File: config.mk
export PLATFORM = sky130hd
export DESIGN_NAME = rename_alloc_ctrl_flat
export DESIGN_NICKNAME = d
export VERILOG_FILES = /design/src/rtl/rename_alloc_ctrl_pkg.sv /design/src/rtl/rename_alloc_ctrl_if.sv /design/src/rtl/rename_alloc_ctrl_prefix_grant.sv /design/src/rtl/rename_alloc_ctrl.sv /design/src/flat_wrapper.sv
export SDC_FILE = /design/constraint.sdc
export NUM_CORES = 1
export LEC_CHECK = 0
export BUFFER_PORTS_ARGS = -buffer_cell sky130_fd_sc_hd__buf_2
export CAP_MARGIN = 25
export CORE_MARGIN = 8
export CORE_UTILIZATION = 45
export DETAILED_ROUTE_END_ITERATION = 8
export HOLD_SLACK_MARGIN = 0.05
export PLACE_DENSITY_LB_ADDON = 0.3
export SYNTH_ARGS = -nofsm -noshare
export SYNTH_HDL_FRONTEND = slang
export SYNTH_HIERARCHICAL = 1
export SYNTH_SLANG_ARGS = --single-unit
File: constraint.sdc
create_clock -name clock -period 12.1 [get_ports clock]
set_clock_uncertainty 0.2 [all_clocks]
set_input_delay 0.605 -clock clock [delete_from_list [all_inputs] [get_ports clock]]
set_output_delay 0.605 -clock clock [all_outputs]
set_load 0.005 [all_outputs]
File: src/rtl/rename_alloc_ctrl_pkg.sv
// Shared widths, FSM state type and helpers for the rename allocation controller.
// Tag width follows the physical register file size.
package rename_alloc_ctrl_pkg;
  localparam int N        = 4;
  localparam int PR_COUNT = 64;
  localparam int PHYS_TAG = $clog2(PR_COUNT);
  localparam int CNT_W    = $clog2(N + 1);
  localparam int IDX_W    = (N > 1) ? $clog2(N) : 1;

  typedef logic [PHYS_TAG-1:0] phys_tag_t;

  typedef enum logic {ALLOC_RUN, ALLOC_WAIT} alloc_state_e;

  // Low-order thermometer mask with cnt bits set.
  function automatic logic [N-1:0] low_mask(input logic [CNT_W-1:0] cnt);
    logic [N-1:0] m;
    m = '0;
    for (int i = 0; i < N; i++) m[i] = (CNT_W'(i) < cnt);
    return m;
  endfunction
endpackage

File: src/rtl/rename_alloc_ctrl_if.sv
// Decode-side bundle handshake, freelist/ROB availability and grant outputs.
// slave = allocation controller, master = decode/freelist environment.
interface rename_alloc_ctrl_if;
  import rename_alloc_ctrl_pkg::*;

  logic                        in_valid;
  logic                        in_ready;
  logic [N-1:0]                in_lane_valid;
  logic [N-1:0]                in_dest_mask;
  logic [N-1:0][PHYS_TAG-1:0]  FreeReg;
  logic [CNT_W-1:0]            FreeSlotsForN;
  logic [CNT_W-1:0]            rob_slots;
  logic                        BPRecoverEN;
  logic [N-1:0]                AllocReqMask;
  logic [N-1:0]                out_lane_valid;
  logic [N-1:0][PHYS_TAG-1:0]  out_tag;
  logic                        alloc_stall;
  logic                        stall_alarm;

  modport slave (
    input  in_valid, in_lane_valid, in_dest_mask, FreeReg, FreeSlotsForN, rob_slots, BPRecoverEN,
    output in_ready, AllocReqMask, out_lane_valid, out_tag, alloc_stall, stall_alarm
  );

  modport master (
    output in_valid, in_lane_valid, in_dest_mask, FreeReg, FreeSlotsForN, rob_slots, BPRecoverEN,
    input  in_ready, AllocReqMask, out_lane_valid, out_tag, alloc_stall, stall_alarm
  );
endinterface

File: src/rtl/rename_alloc_ctrl_prefix_grant.sv
// In-order lane grant: stops at the first pending lane that lacks a ROB slot or a free tag.
// Purely combinational; tag_idx is the freelist slot index for each granted dest lane.
module alloc_prefix_grant
  import rename_alloc_ctrl_pkg::*;
(
  input  logic [N-1:0]            pend_valid_i,
  input  logic [N-1:0]            pend_dest_i,
  input  logic [CNT_W-1:0]        free_slots_i,
  input  logic [CNT_W-1:0]        rob_slots_i,
  input  logic                    enable_i,
  output logic [N-1:0]            grant_o,
  output logic [N-1:0][IDX_W-1:0] tag_idx_o,
  output logic [CNT_W-1:0]        dest_cnt_o
);
  logic             blocked;
  logic [CNT_W-1:0] total;

  always_comb begin
    grant_o    = '0;
    tag_idx_o  = '0;
    dest_cnt_o = '0;
    blocked    = 1'b0;
    total      = '0;
    for (int i = 0; i < N; i++) begin
      if (enable_i && pend_valid_i[i] && !blocked) begin
        if ((total < rob_slots_i) && (!pend_dest_i[i] || (dest_cnt_o < free_slots_i))) begin
          grant_o[i]   = 1'b1;
          tag_idx_o[i] = dest_cnt_o[IDX_W-1:0];
          total        = total + 1'b1;
          if (pend_dest_i[i]) dest_cnt_o = dest_cnt_o + 1'b1;
        end else begin
          blocked = 1'b1;
        end
      end
    end
  end
endmodule

File: src/rtl/rename_alloc_ctrl.sv
// Holds one decode bundle and releases its lanes in order as tags and ROB slots allow,
// with a recovery blackout window and a saturating starvation counter.
module rename_alloc_ctrl
  import rename_alloc_ctrl_pkg::*;
#(
  parameter int RECOVER_WAIT = 1,
  parameter int STALL_LIMIT  = 16
) (
  input logic               clock,
  input logic               reset,
  rename_alloc_ctrl_if.slave bus
);
  localparam int WAIT_W  = $clog2(RECOVER_WAIT + 1);
  localparam int STALL_W = $clog2(STALL_LIMIT + 1);

  alloc_state_e         state_q, state_d;
  logic [N-1:0]         pend_valid_q, pend_valid_d;
  logic [N-1:0]         pend_dest_q, pend_dest_d;
  logic [WAIT_W-1:0]    wait_cnt_q, wait_cnt_d;
  logic [STALL_W-1:0]   stall_cnt_q, stall_cnt_d;

  logic                 grant_en;
  logic [N-1:0]         grant;
  logic [N-1:0][IDX_W-1:0] tag_idx;
  logic [CNT_W-1:0]     dest_cnt;
  logic                 accept;

  assign grant_en = (state_q == ALLOC_RUN) && !bus.BPRecoverEN;

  alloc_prefix_grant u_grant (
    .pend_valid_i (pend_valid_q),
    .pend_dest_i  (pend_dest_q),
    .free_slots_i (bus.FreeSlotsForN),
    .rob_slots_i  (bus.rob_slots),
    .enable_i     (grant_en),
    .grant_o      (grant),
    .tag_idx_o    (tag_idx),
    .dest_cnt_o   (dest_cnt)
  );

  always_ff @(posedge clock or posedge reset) begin
    if (reset) begin
      state_q      <= ALLOC_RUN;
      pend_valid_q <= '0;
      pend_dest_q  <= '0;
      wait_cnt_q   <= '0;
      stall_cnt_q  <= '0;
    end else begin
      state_q      <= state_d;
      pend_valid_q <= pend_valid_d;
      pend_dest_q  <= pend_dest_d;
      wait_cnt_q   <= wait_cnt_d;
      stall_cnt_q  <= stall_cnt_d;
    end
  end

  always_comb begin
    state_d      = state_q;
    pend_valid_d = pend_valid_q;
    pend_dest_d  = pend_dest_q;
    wait_cnt_d   = wait_cnt_q;
    stall_cnt_d  = stall_cnt_q;

    bus.in_ready       = (state_q == ALLOC_RUN) && (pend_valid_q == '0) && !bus.BPRecoverEN;
    bus.out_lane_valid = grant;
    bus.AllocReqMask   = low_mask(dest_cnt);
    bus.alloc_stall    = (pend_valid_q != '0) && (grant == '0);
    bus.stall_alarm    = (stall_cnt_q >= STALL_W'(STALL_LIMIT));
    bus.out_tag        = '0;
    for (int i = 0; i < N; i++) begin
      if (grant[i] && pend_dest_q[i]) bus.out_tag[i] = bus.FreeReg[tag_idx[i]];
    end

    accept = bus.in_valid && bus.in_ready;

    if (bus.BPRecoverEN) begin
      // Recovery wins everywhere; a reload in WAIT restarts the blackout.
      state_d      = ALLOC_WAIT;
      pend_valid_d = '0;
      pend_dest_d  = '0;
      wait_cnt_d   = WAIT_W'(RECOVER_WAIT);
      stall_cnt_d  = '0;
    end else begin
      case (state_q)
        ALLOC_RUN: begin
          pend_valid_d = pend_valid_q & ~grant;
          pend_dest_d  = pend_dest_q & ~grant;
          if (accept) begin
            pend_valid_d = bus.in_lane_valid;
            pend_dest_d  = bus.in_dest_mask & bus.in_lane_valid;
          end
          if (grant != '0) stall_cnt_d = '0;
          else if (bus.alloc_stall && (stall_cnt_q < STALL_W'(STALL_LIMIT)))
            stall_cnt_d = stall_cnt_q + 1'b1;
        end
        ALLOC_WAIT: begin
          wait_cnt_d = wait_cnt_q - 1'b1;
          if (wait_cnt_q <= WAIT_W'(1)) state_d = ALLOC_RUN;
        end
        default: state_d = ALLOC_RUN;
      endcase
    end
  end
endmodule

File: src/flat_wrapper.sv
// flat-port wrapper written by rule: the top's interface ports become plain ports
module rename_alloc_ctrl_flat import rename_alloc_ctrl_pkg::*;
#(
  parameter int RECOVER_WAIT = 1,
  parameter int STALL_LIMIT  = 16
)
  (clock, reset, bus_in_valid, bus_in_lane_valid, bus_in_dest_mask, bus_FreeReg, bus_FreeSlotsForN, bus_rob_slots, bus_BPRecoverEN, bus_in_ready, bus_AllocReqMask, bus_out_lane_valid, bus_out_tag, bus_alloc_stall, bus_stall_alarm);
  rename_alloc_ctrl_if bus_i ();
  input logic clock;
  input logic reset;
  input wire logic [$bits(bus_i.in_valid)-1:0] bus_in_valid;
  input wire logic [$bits(bus_i.in_lane_valid)-1:0] bus_in_lane_valid;
  input wire logic [$bits(bus_i.in_dest_mask)-1:0] bus_in_dest_mask;
  input wire logic [$bits(bus_i.FreeReg)-1:0] bus_FreeReg;
  input wire logic [$bits(bus_i.FreeSlotsForN)-1:0] bus_FreeSlotsForN;
  input wire logic [$bits(bus_i.rob_slots)-1:0] bus_rob_slots;
  input wire logic [$bits(bus_i.BPRecoverEN)-1:0] bus_BPRecoverEN;
  output wire logic [$bits(bus_i.in_ready)-1:0] bus_in_ready;
  output wire logic [$bits(bus_i.AllocReqMask)-1:0] bus_AllocReqMask;
  output wire logic [$bits(bus_i.out_lane_valid)-1:0] bus_out_lane_valid;
  output wire logic [$bits(bus_i.out_tag)-1:0] bus_out_tag;
  output wire logic [$bits(bus_i.alloc_stall)-1:0] bus_alloc_stall;
  output wire logic [$bits(bus_i.stall_alarm)-1:0] bus_stall_alarm;
  assign bus_i.in_valid = bus_in_valid;
  assign bus_i.in_lane_valid = bus_in_lane_valid;
  assign bus_i.in_dest_mask = bus_in_dest_mask;
  assign bus_i.FreeReg = bus_FreeReg;
  assign bus_i.FreeSlotsForN = bus_FreeSlotsForN;
  assign bus_i.rob_slots = bus_rob_slots;
  assign bus_i.BPRecoverEN = bus_BPRecoverEN;
  assign bus_in_ready = bus_i.in_ready;
  assign bus_AllocReqMask = bus_i.AllocReqMask;
  assign bus_out_lane_valid = bus_i.out_lane_valid;
  assign bus_out_tag = bus_i.out_tag;
  assign bus_alloc_stall = bus_i.alloc_stall;
  assign bus_stall_alarm = bus_i.stall_alarm;
  rename_alloc_ctrl #(.RECOVER_WAIT(RECOVER_WAIT), .STALL_LIMIT(STALL_LIMIT)) u_core (.clock(clock), .reset(reset), .bus(bus_i));
endmodule
==> results.txt <==
Outcome -> finished clean
Dominant synthesized flop cell -> dfrtp_1
Vias in the first global route -> 2,384
Worst-Skew Late Latency -> 0.25 ns
Post-synthesis cell type count -> 65
Final Setup Violations -> 0
Register area share after synthesis -> 0.1463
Most frequent cells in the layout -> buf_2 (77), and3_1 (29), mux4_2 (24)
WS Path Type -> primary input to output port
Layout cells sized above 1 -> 0.4182
Cell count of the worst reg-to-reg path -> 24
CTS tree -> built
RSZ-0062 raised after global routing -> no
Final ANT Viol Nets -> 0
CP most frequent cell -> ha_1
Gp weighted congestion -> 0.9281
Syn Inst Count -> 250
Worst slew pin tran -> 0.8532 ns
Hold Slack -> 0.1930 ns
Die height -> 88.95 um
Post-Syn Area -> 2395 sq um
Post-synth top area share -> 0.2257
H-tree Lvls -> 1
Ports -> 77
WL final -> 7200 um
Drt via density -> 6.134
Hold-fix buffers at CTS -> 0
Worst Path Required -> 11.30 ns
DR pass1 iterations -> 4
Power Density -> 49.28 nW/um^2
Setup TNS -> 0 ns
Initial antenna violation count -> 0
Die span in x -> 88.95 um
Die area -> 7912 sq um
First-pass GRT wire length -> 11,780 um
Worst VDD drop -> 0.06099 mV
Post-DP HPWL -> 5675 um
Rel. slew slack -> 0.4291
Reg clk slew, reported paths -> 0.06 ns
Period utilization -> 0.5949
Worst Setup End Kind -> output port
EDFF count, synth -> 0
Post-CTS sizing -> 0
Hold Crit Class -> primary input to async pin
Most common cell after layout, fill and taps aside -> buf_2
Site row count -> 26
Synth Register Bits -> 14
DRC Markers -> 0
Area leader, netlist -> mux4_2
Final slew viol count -> 0
LEAKAGE -> 1.334 nW
Remaining Overflow, GRT -> 0
Max_cap viols -> 0
F_max -> 0.1389 GHz
Routed WL per cell -> 18.56 um
Top cells by area, synth -> mux4_2 (23%), dfrtp_1 (15%), and3_1 (7.6%)
Via count -> 2,380
Synthesis-to-layout area growth -> 17.92%
N_diodes -> 0
Clock tree buffer depth -> 2
CP max stage cell -> nor2_1
IO Port Bufs -> 76
Worst-path cell chain -> buf_2, nor2_1, nand2_1, nor4_1, nor2_2, ha_1, and3_1, ha_1, nand2_1, a311o_2, a21oi_1, nor4_4, and2_1, xnor2_1, o21ai_0, ha_1, o21a_1, o22ai_4, o2111ai_1, nor2_1, mux4_2, and3_1, buf_2
Clk sinks -> 14
Crit path time final -> 7.198 ns
Std-Cell Core Area -> 5107 sq um
Synth warnings -> 6
Total Routing Usage GR -> 0.1859
TritonCTS Buffers -> 3
DRT iter0 DRCs -> 200
CTS root buf -> clkbuf_8
CP max stage delay -> 0.69 ns
Final net count -> 373
Worst Path Max Fanout -> 17
Starting density of the core -> 0.4689
Buffer count from post-CTS setup fixing -> 0
Crit path launch type -> primary input
Largest net degree at the start of global routing -> 18
Avg Inst Size Synth -> 9.579 sq um
Async SR Flop Fraction -> 1.000
Arrival time worst endpoint -> 6.39 ns
Final Hold Fails -> 0
==> through the flow <==
step	instances	power [mW]	utilization	cell area [sq um]	worst slack [ns]
floorplan	252	0.08530	-	2402	5.808
detailed placement	384	0.1013	0.5439	2778	4.507
global route	388	0.1465	0.5529	2824	4.375
CTS	387	0.1391	0.5519	2819	4.494
global placement	384	0.1007	0.5439	2778	4.732
finish	388	0.1392	0.5529	2824	4.902
==> sequential cells by signal, indices dropped and copies added (netlist names) <==
signal,flops
u_core/stall_cnt_q,5
u_core/state_q,1
u_core/pend_valid_q,4
u_core/pend_dest_q,4
==> worst max-delay path, delay by kind of cell <==
family,cells,cell delay [ns]
AND/OR/NAND/NOR,10,2.33
AO/OA/AOI/OAI,6,1.58
adder cells (fa/ha/maj),3,0.82
multiplexers,1,0.58
buffers and inverters,2,0.32
XOR/XNOR,1,0.12
==> power breakdown <==
group	switching, mW	leakage, nW	internal, mW
Clock	0.0154	0.0216	0.0220
Combinational	0.0263	1.12	0.0225
Sequential	0.00443	0.191	0.0486
==> synthesized netlist by cell type (3+ instances only) <==
cell      number
o21ai_0        6
nand2_1        7
a32oi_1        4
inv_1         14
and2_1         4
ha_1          11
nor2_1        13
nand4_1        7
o211ai_1       5
dfrtp_1       14
nand3_1        7
and3_1        29
buf_6          3
nand2b_1       6
a21oi_1       11
nand4b_1       3
buf_2          5
nor4_1         3
xnor2_1        4
buf_4          4
mux4_2        24
clkbuf_1       3
nor3_1         7
nor2b_1        3
==> per-layer routing <==
metal / up-vias / track usage / share of wire
met4: 0 / 0.05589 / 0.0064
met5: - / 0 / 0
met2: 97 / 0.3282 / 0.52
met1: 1151 / 0.2323 / 0.40
met3: 4 / 0.01746 / 0.074
li1: 1128 / - / -
==> layout make-up <==
cell class	count	area [sq um]
Inverter	16	62.56
Fill cell	466	2283
Tap cell	70	87.58
Timing Repair Buffer	78	392.9
Multi-Input combinational cell	207	1889
Sequential cell	14	350.3
Clock buffer	3	41.29
==> cell families after synthesis <==
group,count (synthesis),share of synthesized area
xor gates and xnor gates,4,0.01463
AOI/OAI and AO/OA,46,0.1447
and+or+nand+nor,114,0.3156
muxes,28,0.2471
DFF,14,0.1463
adders and majority gates,12,0.06217
buffers and inverters,31,0.06792
other,1,0.001566
==> path summary, 6_finish.rpt <==
kind	endpoint	from	slack [ns]
setup / recovery	bus_out_tag[18]	bus_BPRecoverEN	4.90
hold / removal	u_core/pend_dest_q[1]$_DFFE_PP0P_	reset	0.19
setup reg to reg	u_core/stall_cnt_q[2]$_DFFE_PP0P_	u_core/state_q$_DFF_PP0_	5.99
hold reg to reg	u_core/stall_cnt_q[3]$_DFFE_PP0P_	u_core/stall_cnt_q[3]$_DFFE_PP0P_	0.39
max in group asynchronous	u_core/pend_valid_q[3]$_DFFE_PP0P_	reset	11.15
min in group clock	u_core/stall_cnt_q[3]$_DFFE_PP0P_	u_core/stall_cnt_q[3]$_DFFE_PP0P_	0.39
Power figures use the tool's default switching activity.
